==> config.mk <==
export PLATFORM = sky130hd
export DESIGN_NAME = fp_accum_seq
export DESIGN_NICKNAME = d
export VERILOG_FILES = /design/src/rtl/fp_pkg.sv /design/src/rtl/fp_accum_seq_fpaddsub.sv /design/src/rtl/fp_accum_seq.sv
export SDC_FILE = /design/constraint.sdc
export NUM_CORES = 1
export LEC_CHECK = 0
export ABC_AREA = 1
export CAP_MARGIN = 20
export CORE_ASPECT_RATIO = 1.4
export CORE_MARGIN = 8
export CORE_UTILIZATION = 55
export CTS_CLUSTER_SIZE = 25
export DETAILED_ROUTE_END_ITERATION = 10
export PLACE_DENSITY = 0.81
export REMOVE_ABC_BUFFERS = 1
export SLEW_MARGIN = 20
export SYNTH_ARGS = -nofsm -noshare
export SYNTH_HDL_FRONTEND = slang
export SYNTH_SLANG_ARGS = --single-unit
export TNS_END_PERCENT = 30
==> constraint.sdc <==
create_clock -name clk -period 31 [get_ports clk]
set_input_delay 6.2 -clock clk [delete_from_list [all_inputs] [get_ports clk]]
set_output_delay 6.2 -clock clk [all_outputs]
set_load 0.05 [all_outputs]
==> src/rtl/fp_pkg.sv <==
// fp_pkg: float format constants, classification helpers and accumulator state type
package fp_pkg;
   localparam int N_BIT = 32;
   localparam int MAN_BIT = 23;
   localparam int EXP_BIT = N_BIT - 1 - MAN_BIT;
   localparam logic [N_BIT-1:0] P_NAN = {1'b0, {EXP_BIT{1'b1}}, 1'b1, {(MAN_BIT-1){1'b0}}};
   localparam logic [N_BIT-1:0] INF = {1'b0, {EXP_BIT{1'b1}}, {MAN_BIT{1'b0}}};
   typedef enum logic [0:0] {ACC, HOLD} accum_state_e;
   function automatic logic is_nan(input logic [N_BIT-1:0] x);
      return (&x[N_BIT-2:MAN_BIT]) && (|x[MAN_BIT-1:0]);
   endfunction
   function automatic logic is_inf(input logic [N_BIT-1:0] x);
      return x[N_BIT-2:0] == INF[N_BIT-2:0];
   endfunction
   function automatic logic is_zero(input logic [N_BIT-1:0] x);
      return x[N_BIT-2:0] == '0;
   endfunction
endpackage

==> src/rtl/fp_accum_seq_fpaddsub.sv <==
// fpaddsub: combinational IEEE-style add/subtract, round-to-nearest-even, subnormals kept
module fpaddsub #(
   parameter int LOG_BIT = 5,
   parameter int EXP_BIT = 8
) (
   input  logic [(1<<LOG_BIT)-1:0] a,
   input  logic [(1<<LOG_BIT)-1:0] b,
   input  logic                    addnot_sub,
   output logic [(1<<LOG_BIT)-1:0] y
);
   localparam int N = 1 << LOG_BIT;
   localparam int M = N - 1 - EXP_BIT;
   localparam int W = M + 4;
   localparam logic [EXP_BIT-1:0] EMAX = '1;
   localparam logic [N-1:0] QNAN = {1'b0, EMAX, 1'b1, {(M-1){1'b0}}};
   logic sa, sb, sl, ss, swap, eff_sub, up, nan_a, nan_b, inf_a, inf_b;
   logic [EXP_BIT-1:0] ea, eb, el, es, d;
   logic [M:0] ma, mb, ml, msm;
   logic [2*W-1:0] wide;
   logic [W-1:0] lx, sx, n;
   logic [W:0] r;
   logic [EXP_BIT:0] lz, e, fe;
   logic [M+1:0] mr;
   always_comb begin
      sa = a[N-1];
      sb = b[N-1] ^ addnot_sub;
      // subnormals use exponent 1 with no hidden bit
      ea = (a[N-2:M] == '0) ? EXP_BIT'(1) : a[N-2:M];
      eb = (b[N-2:M] == '0) ? EXP_BIT'(1) : b[N-2:M];
      ma = {a[N-2:M] != '0, a[M-1:0]};
      mb = {b[N-2:M] != '0, b[M-1:0]};
      nan_a = (a[N-2:M] == EMAX) && (a[M-1:0] != '0);
      nan_b = (b[N-2:M] == EMAX) && (b[M-1:0] != '0);
      inf_a = (a[N-2:M] == EMAX) && (a[M-1:0] == '0);
      inf_b = (b[N-2:M] == EMAX) && (b[M-1:0] == '0);
      swap = b[N-2:0] > a[N-2:0];
      sl = swap ? sb : sa;
      ss = swap ? sa : sb;
      el = swap ? eb : ea;
      es = swap ? ea : eb;
      ml = swap ? mb : ma;
      msm = swap ? ma : mb;
      eff_sub = sl ^ ss;
      d = el - es;
      wide = {msm, 3'b0, {W{1'b0}}} >> ((d > EXP_BIT'(W)) ? EXP_BIT'(W) : d);
      sx = wide[2*W-1:W] | W'(|wide[W-1:0]);
      lx = {ml, 3'b0};
      r = eff_sub ? {1'b0, lx} - {1'b0, sx} : {1'b0, lx} + {1'b0, sx};
      lz = (EXP_BIT+1)'(W);
      for (int i = 0; i < W; i++) if (r[i]) lz = (EXP_BIT+1)'(W - 1 - i);
      n = r[W] ? {r[W:2], r[1] | r[0]} : (lz < {1'b0, el}) ? r[W-1:0] << lz : r[W-1:0] << (el - 1'b1);
      e = r[W] ? {1'b0, el} + 1'b1 : (lz < {1'b0, el}) ? {1'b0, el} - lz : '0;
      up = n[2] & (n[1] | n[0] | n[3]);
      mr = {1'b0, n[W-1:3]} + (M+2)'(up);
      fe = (e == '0) ? (EXP_BIT+1)'(mr[M]) : e + (EXP_BIT+1)'(mr[M+1]);
      y = (nan_a || nan_b || (inf_a && inf_b && (sa != sb))) ? QNAN :
          inf_a ? {sa, EMAX, {M{1'b0}}} :
          inf_b ? {sb, EMAX, {M{1'b0}}} :
          (r == '0) ? {~eff_sub & sl, {(N-1){1'b0}}} :
          (fe >= {1'b0, EMAX}) ? {sl, EMAX, {M{1'b0}}} :
          {sl, fe[EXP_BIT-1:0], mr[M-1:0]};
   end
endmodule

==> src/rtl/fp_accum_seq.sv <==
// fp_accum_seq: streams operands through fpaddsub into a running sum, presents one
// result per sequence with element count and sticky NaN/overflow flags
module fp_accum_seq import fp_pkg::*; #(
   parameter int LOG_BIT = 5,
   parameter int EXP_BIT = 8,
   parameter int N_BIT = 1 << LOG_BIT,
   parameter int CNT_W = 16
) (
   input  logic             clk,
   input  logic             rst,
   input  logic             in_valid,
   output logic             in_ready,
   input  logic [N_BIT-1:0] in_data,
   input  logic             in_sub,
   input  logic             in_last,
   input  logic             in_clear,
   output logic             out_valid,
   input  logic             out_ready,
   output logic [N_BIT-1:0] out_data,
   output logic [CNT_W-1:0] out_count,
   output logic             out_nan,
   output logic             out_ovf
);
   accum_state_e state;
   logic [N_BIT-1:0] acc, sum;
   logic [CNT_W-1:0] count;
   logic ovf, accept;
   assign in_ready = (state == ACC) && !in_clear && !rst;
   assign accept = in_valid && in_ready;
   fpaddsub #(.LOG_BIT(LOG_BIT), .EXP_BIT(EXP_BIT)) u_add (
      .a(acc), .b(in_data), .addnot_sub(in_sub), .y(sum)
   );
   always_ff @(posedge clk) begin
      if (rst || (state == HOLD && out_ready) || (state == ACC && in_clear)) begin
         acc <= '0;
         count <= '0;
         ovf <= 1'b0;
         state <= ACC;
      end else if (accept) begin
         acc <= sum;
         count <= count + CNT_W'(~&count);
         // overflow only when Inf is newly created, not propagated
         ovf <= ovf | (is_inf(sum) && !is_inf(acc) && !is_inf(in_data));
         if (in_last) state <= HOLD;
      end
   end
   assign out_valid = state == HOLD;
   assign out_data = acc;
   assign out_count = count;
   assign out_nan = is_nan(acc);
   assign out_ovf = ovf;
endmodule

After elaboration in Yosys (flattened, before gate mapping)
Cells that the tools add are included.
- register bits: 50
- bits of input ports: 39
- output and inout bits: 52
- logic and storage cells: 125
- $add $sub $neg: 9
- order comparisons: 4
- equal/unequal tests: 7
- shift-type cells: 3
- multiplexer cells: 47
- bitwise logic cells: 11
- reduce and logical (&&, ||, !) cells: 39
- operator list (cell ; number):
    $mux W32 ; 4
    $eq A31 B31 Y1 const B ; 3
    $mux W5 ; 16
    $mux W27 ; 2
    $shr A54 B8 Y54 ; 1
    $mux W24 ; 2
    $logic_not A23 Y1 ; 2
    $reduce_bool A23 Y1 ; 2
    $mux W8 ; 5
    $mux W4 ; 8
    $gt A31 B31 Y1 ; 1
    $mux W31 ; 1
    $add A27 B27 Y28 ; 1
    $logic_not A28 Y1 ; 1
    $mux W28 ; 1
    $sub A27 B27 Y28 ; 1
    $mux W9 ; 3
    $or A27 B1 Y27 ; 1
    $reduce_or A27 Y1 ; 1
    $shl A27 B5 Y27 ; 1
    $shl A27 B8 Y27 ; 1
    $add A24 B1 Y25 ; 1
    $reduce_or A23 Y1 ; 1
    $add A16 B1 Y16 ; 1
    26 further kinds ; 59

Logic depth before layout (Yosys ltp)
- depth after elaboration: 57
- gate-level depth with buffers: 126
- depth with buffers taken out: 120

Modules after synthesis
From an unflattened synthesis, not the netlist that was laid out.
- cells, all modules: 2591
- area total of the unflattened synthesis: 14069.7 um2
- modules (own cells, without submodules) (module ; times used ; cells each ; area each (um2) ; seq. area each (um2)):
    fpaddsub ; 1 ; 2238 ; 11671.2 ; 0.0
    fp_accum_seq ; 1 ; 353 ; 2398.6 ; 1001.0

Worst setup path before layout
OpenSTA, ideal clock, no wires.
- path kind: input port to flip-flop
- start: input port in_data[14]
- end: register ovf, in the netlist out_ovf
- library setup time: 0.071 ns
- arrival time: 18.861 ns
- required time: 30.929 ns
- path slack: 12.069 ns
- stages on the path: 104
- path buffers: 7
- cell sequence: ha_1 nand2_1 nor2_1 inv_1 nor2_1 nand2_1 nand2_1 nand2_1 nand2_1 nand2_2 buf_2 buf_1 clkbuf_1 o21ai_0 inv_1 ha_1 nand2_1 nor2_1 [... 68 more ...] nor4_2 ha_1 ha_1 nand2_1 nor2_1 nand3_1 nor2_1 inv_1 o21ai_0 inv_1 nand2_2 inv_2 nand2_1 nand2_1 o21a_1 nor3_1 nand3_1 a21oi_1
- word-level cells in the longest chain between the ends: 56
- elaborated cells between the ends (all ways): 83
- those cells by class: add/sub: 8; order compare: 4; eq/ne: 2; shift: 3; mux: 45; bitwise: 7; reduce/logical: 14
- ends and longest elaborated chain (what ; RTL line ; RTL):
    start, declared ; fp_accum_seq.sv:13 ; input logic [N_BIT-1:0] in_data,
    $gt A31 B31 Y1 ; fp_accum_seq_fpaddsub.sv:36 ; swap = b[N-2:0] > a[N-2:0];
    $mux W8, on equally long branches ; fp_accum_seq_fpaddsub.sv:39, fp_accum_seq_fpaddsub.sv:40 ;
    $sub A8 B8 Y8 ; fp_accum_seq_fpaddsub.sv:44 ; d = el - es;
    $gt A8 B5 Y1 ; fp_accum_seq_fpaddsub.sv:45 ; wide = {msm, 3'b0, {W{1'b0}}} >> ((d > EXP_BIT'(W)) ? EXP_BIT'(W) : d);
    $mux W8 ; fp_accum_seq_fpaddsub.sv:45 ;
    $shr A54 B8 Y54 ; fp_accum_seq_fpaddsub.sv:45 ;
    $reduce_or A27 Y1 ; fp_accum_seq_fpaddsub.sv:46 ; sx = wide[2*W-1:W] | W'(|wide[W-1:0]);
    $or A27 B1 Y27 ; fp_accum_seq_fpaddsub.sv:46 ;
    [... 40 more ...] ; - ;
    $mux W32 ; fp_accum_seq_fpaddsub.sv:59 ; (r == '0) ? {~eff_sub & sl, {(N-1){1'b0}}} :
    $mux W32 ; fp_accum_seq_fpaddsub.sv:58 ; inf_b ? {sb, EMAX, {M{1'b0}}} :
    $mux W32 ; fp_accum_seq_fpaddsub.sv:57 ; inf_a ? {sa, EMAX, {M{1'b0}}} :
    $mux W32 ; fp_accum_seq_fpaddsub.sv:56 ; y = (nan_a || nan_b || (inf_a && inf_b && (sa != sb))) ? QNAN :
    $eq A31 B31 Y1 ; fp_pkg.sv:13 ; return x[N_BIT-2:0] == INF[N_BIT-2:0];
    $logic_and A1 B1 Y1 ; fp_accum_seq.sv:43 ; ovf <= ovf | (is_inf(sum) && !is_inf(acc) && !is_inf(in_data));
    $logic_and A1 B1 Y1 (*) ; fp_accum_seq.sv:43 ;
    $or A1 B1 Y1 (*) ; fp_accum_seq.sv:43 ;
    end signal, assigned ; fp_accum_seq.sv:43 ;
    end, declared ; fp_accum_seq.sv:27 ; logic ovf, accept;
Mark *: on every way between the ends. The rest lies on a longest branch, timed or not. The select of a mux whose other input is x is not followed.
A chain may end at the register's enable or synchronous reset.

Worst setup path in the final report
- start: input port in_data[18]
- end: register ovf, in the netlist out_ovf
Same word-level chain as after synthesis.

==> parameters.txt <==
Parameter                              Value

Setup path
  Worst setup path startpoint ... in_data[18]
  Worst endpoint data arrival time ... 24530 ps
  Maximum fanout along the worst path ... 100
  FF-to-FF Start ... out_data[22]
  Type of element capturing the critical path ... register
  Critical Path Source Type ... primary input
  Most used cell, CP ... sky130_fd_sc_hd__nand2_1
  Crit Path Category ... in -> reg
  Slowest Stage Delay on Critical Path ... 680 ps
  Data required, critical path ... 31230 ps
  Standard cell with the maximum stage delay on the critical path ... sky130_fd_sc_hd__buf_4

Synthesis
  Post-synthesis cell area ... 13000 µm²
  Average size of a mapped cell ... 5.32 µm²
  Yosys warning count ... 0
  Cell taking the most area after synthesis ... sky130_fd_sc_hd__nand2_1
  Number of synthesized register bits ... 50
  Sequential element share of the synthesized area ... 7.68%
  Most area-consuming cells after synthesis ... sky130_fd_sc_hd__nand2_1, sky130_fd_sc_hd__nand3_1, sky130_fd_sc_hd__ha_1
  Portion of synthesized cell area occupied by the leading cell type ... 22.8%
  EDFF count, synth ... 0
  Synthesized instance count ... 2452
  Proportion of synthesized flip-flops having asynchronous set or reset ... 0%
  Distinct cell type count after synthesis ... 64
  Most used DFF post-synth ... sky130_fd_sc_hd__dfxtp_1

Detailed routing
  Detailed Route WL ... 52800 µm
  Vias ... 17100
  Initial drt markers ... 1995
  First-pass detailed-route iteration total ... 8
  Post-detailed-route count of antenna-violating nets ... 0
  Ratio of routed vias to standard cells ... 6.16
  Routed length per instance ... 19.0 µm
  Post-detailed-route DRC marker count ... 0

Worst hold path
  Worst Min Path Start ... out_ovf
  Hold WC Path Type ... reg -> reg

Clock network
  Skew-Pair Late Insertion Delay ... 300 ps
  Cell at the root of the clock tree ... sky130_fd_sc_hd__clkbuf_16
  Clock buffers created by TritonCTS ... 5
  Number of sinks on the clock net ... 50
  Clock tree from TritonCTS ... built
  Number of levels in the clock H-tree ... 2
  Post-CTS Repair Setup Buffers ... 0
  Clock-pin slew on the worst setup and hold paths ... 70 ps
  Maximum count of clock buffers along a single path ... 2
  Number of hold-repair buffers added at the cts stage ... 0
  Quantity of gates resized following cts ... 0

Finish
  Ratio of cells with drive above 1 in the final layout ... 5.03%
  Antenna fix cells ... 0
  Post-route cell area ... 14100 µm²
  Synth-to-Final Area Change ... 7.82%
  Net count of the finished layout ... 2606
  Non-filler cells, final ... 2770

Floorplanning
  Core area ... 23300 µm²
  Horizontal die dimension ... 146 µm
  Vertical die dimension ... 198 µm
  Top-level port count ... 91
  Floorplan die area ... 28900 µm²
  Initial cell density of the core ... 56.0%
  Placement row count ... 66

Global route
  Overall Global Routing Usage ... 35.2%
  Number of global-route vias before repair ... 15900
  Number of antenna violations at the first check in global routing ... 0
  Maximum number of pins on one net before global-route repair ... 101
  Total global routing overflow ... 0
  Wire length of the first global-routing pass ... 83100 µm

STA
  Relative max-transition margin ... 25.5%
  Unrepaired setup endpoints after global routing ... no
  Max Freq ... 41.2 MHz
  Final sum of negative setup slack ... 0 ps
  Final number of hold-violating endpoints ... 0
  Worst-Margin Slew ... 1110 ps
  Worst-case setup margin in the final layout ... 6710 ps
  Max-slew violations ... 0
  Setup clock skew after layout ... 5.52 ps
  Final setup fails ... 0
  Post-layout min period ... 24290 ps
  Crit share post-route ... 78.4%

Power and ir drop
  Total Power Consumption ... 1.00 mW
  Cell leakage power ... 6.99 nW
  Peak supply drop ... 0.0428 mV
  Power density normalized to cell area ... 71.3 nW/µm²

Placed design
  Count of port buffers added during placement ... 90
  Pre-CTS worst setup slack ... 6790 ps
  Placement-stage cell area ... 13900 µm²
  Cell total after placement ... 2762
  Final weighted congestion in routability-driven placement ... 1.08
  Estimated wirelength of the detail-placed design ... 42800 µm

Run
  Max_cap viols ... 0

Run status
  Result of the run ... completed
cell usage in the layout, fill, tap and decap left out, drive strengths merged, types with 6 or more instances in the layout:
| cell | n |
|---|---|
| o21a | 6 |
| inv | 292 |
| or2 | 8 |
| clkbuf | 6 |
| dfxtp | 50 |
| nand4 | 52 |
| nor3 | 24 |
| o21ai | 129 |
| ha | 101 |
| clkinv | 8 |
| nor2 | 179 |
| xor2 | 29 |
| a21oi | 104 |
| nand3b | 9 |
| xnor2 | 9 |
| buf | 9 |
| a31oi | 9 |
| o22ai | 10 |
| clkdlybuf4s50 | 90 |
| nand2 | 820 |
| nor4 | 30 |
| nand3 | 432 |
| o31ai | 21 |
worst max-delay path: cells and delay by family:
kind,cells,cell delay (ps)
AOI/OAI and AO/OA,15,3080
buffers and inverters,17,3540
xor gates and xnor gates,1,650
adders and majority gates,8,2300
and+or+nand+nor,62,8670
cells by family (layout without fill, tap and decap cells):
family / count (synthesis) / count (layout) / synth area share [%]
adder cells (fa/ha/maj): 104 / 104 / 10.2
AND/OR/NAND/NOR: 1561 / 1561 / 53.5
flip-flops: 50 / 50 / 7.68
XOR/XNOR: 38 / 38 / 2.76
AO/OA/AOI/OAI: 306 / 306 / 13.6
buffers and inverters: 393 / 405 / 12.3
report_power, final:
group,internal [mW],leakage (nW),switching [mW]
registers,0.0703,0.405,0.0132
clock network,0.0301,0.0708,0.0270
logic,0.245,6.52,0.615
synth_stat cells, types with 3 or more instances:
library cell                instances
sky130_fd_sc_hd__a211oi_1           3
sky130_fd_sc_hd__a21o_1             3
sky130_fd_sc_hd__a21oi_1          103
sky130_fd_sc_hd__a31oi_1            9
sky130_fd_sc_hd__and2_1             3
sky130_fd_sc_hd__buf_1              6
sky130_fd_sc_hd__buf_2             33
sky130_fd_sc_hd__buf_4             10
sky130_fd_sc_hd__buf_6              7
sky130_fd_sc_hd__clkbuf_1          39
sky130_fd_sc_hd__clkinv_1           6
sky130_fd_sc_hd__dfxtp_1           50
sky130_fd_sc_hd__fa_1               3
sky130_fd_sc_hd__ha_1             101
sky130_fd_sc_hd__inv_1            262
sky130_fd_sc_hd__inv_2             29
sky130_fd_sc_hd__nand2_1          792
sky130_fd_sc_hd__nand2_2           24
sky130_fd_sc_hd__nand2_4            3
sky130_fd_sc_hd__nand3_1          427
sky130_fd_sc_hd__nand3_2            4
sky130_fd_sc_hd__nand3b_1           9
sky130_fd_sc_hd__nand4_1           50
sky130_fd_sc_hd__nor2_1           161
sky130_fd_sc_hd__nor2_2            11
sky130_fd_sc_hd__nor2_4             6
sky130_fd_sc_hd__nor3_1            21
sky130_fd_sc_hd__nor4_1            29
sky130_fd_sc_hd__o2111ai_1          4
sky130_fd_sc_hd__o211ai_1           4
sky130_fd_sc_hd__o21a_1             5
sky130_fd_sc_hd__o21ai_0          105
sky130_fd_sc_hd__o21ai_1           16
sky130_fd_sc_hd__o21ai_2            6
sky130_fd_sc_hd__o21bai_1           4
sky130_fd_sc_hd__o22ai_1           10
sky130_fd_sc_hd__o31ai_1           21
sky130_fd_sc_hd__or2_2              6
sky130_fd_sc_hd__xnor2_1            9
sky130_fd_sc_hd__xor2_1            27
state kept, by name, indices dropped and copies added (netlist names):
| name | cells |
|---|---|
| out_data | 32 |
| out_count | 16 |
| out_ovf | 1 |
| out_valid | 1 |
area by class of cell:
| type | instances | area (µm²) |
|---|---|---|
| Clock buffer | 6 | 129 |
| Timing Repair Buffer | 99 | 968 |
| Inverter | 298 | 1120 |
| Tap cell | 306 | 383 |
| Multi-Input combinational cell | 2009 | 10400 |
| Sequential cell | 50 | 1000 |
| Fill cell | 2484 | 9240 |
| Clock inverter | 2 | 13.8 |
worst paths after layout:
check / cells past startpoint / to / slack (ps)
setup / recovery: 103 / out_ovf / 6710
hold / removal: 2 / out_ovf / 510
setup reg to reg: 100 / out_ovf / 12500
hold reg to reg: 2 / out_ovf / 510
metal layers:
layer | vias up | GRT usage (%) | routed length (µm)
met5 | - | 0 | 0
met4 | 0 | 23.3 | 3740
met3 | 214 | 5.67 | 4680
met2 | 959 | 60.5 | 24500
met1 | 7758 | 39.9 | 19800
li1 | 8127 | - | -
metrics by stage:
| step | hold slack (ps) | util (%) |
|---|---|---|
| final | 512 | 60.3 |
| after global routing | 517 | 60.3 |
| after CTS | 504 | 60.3 |
| after detailed placement | 494 | 59.7 |
| after global placement | 480 | 59.7 |
| after floorplan | 667 | - |
(Power assumes the default switching activity.)
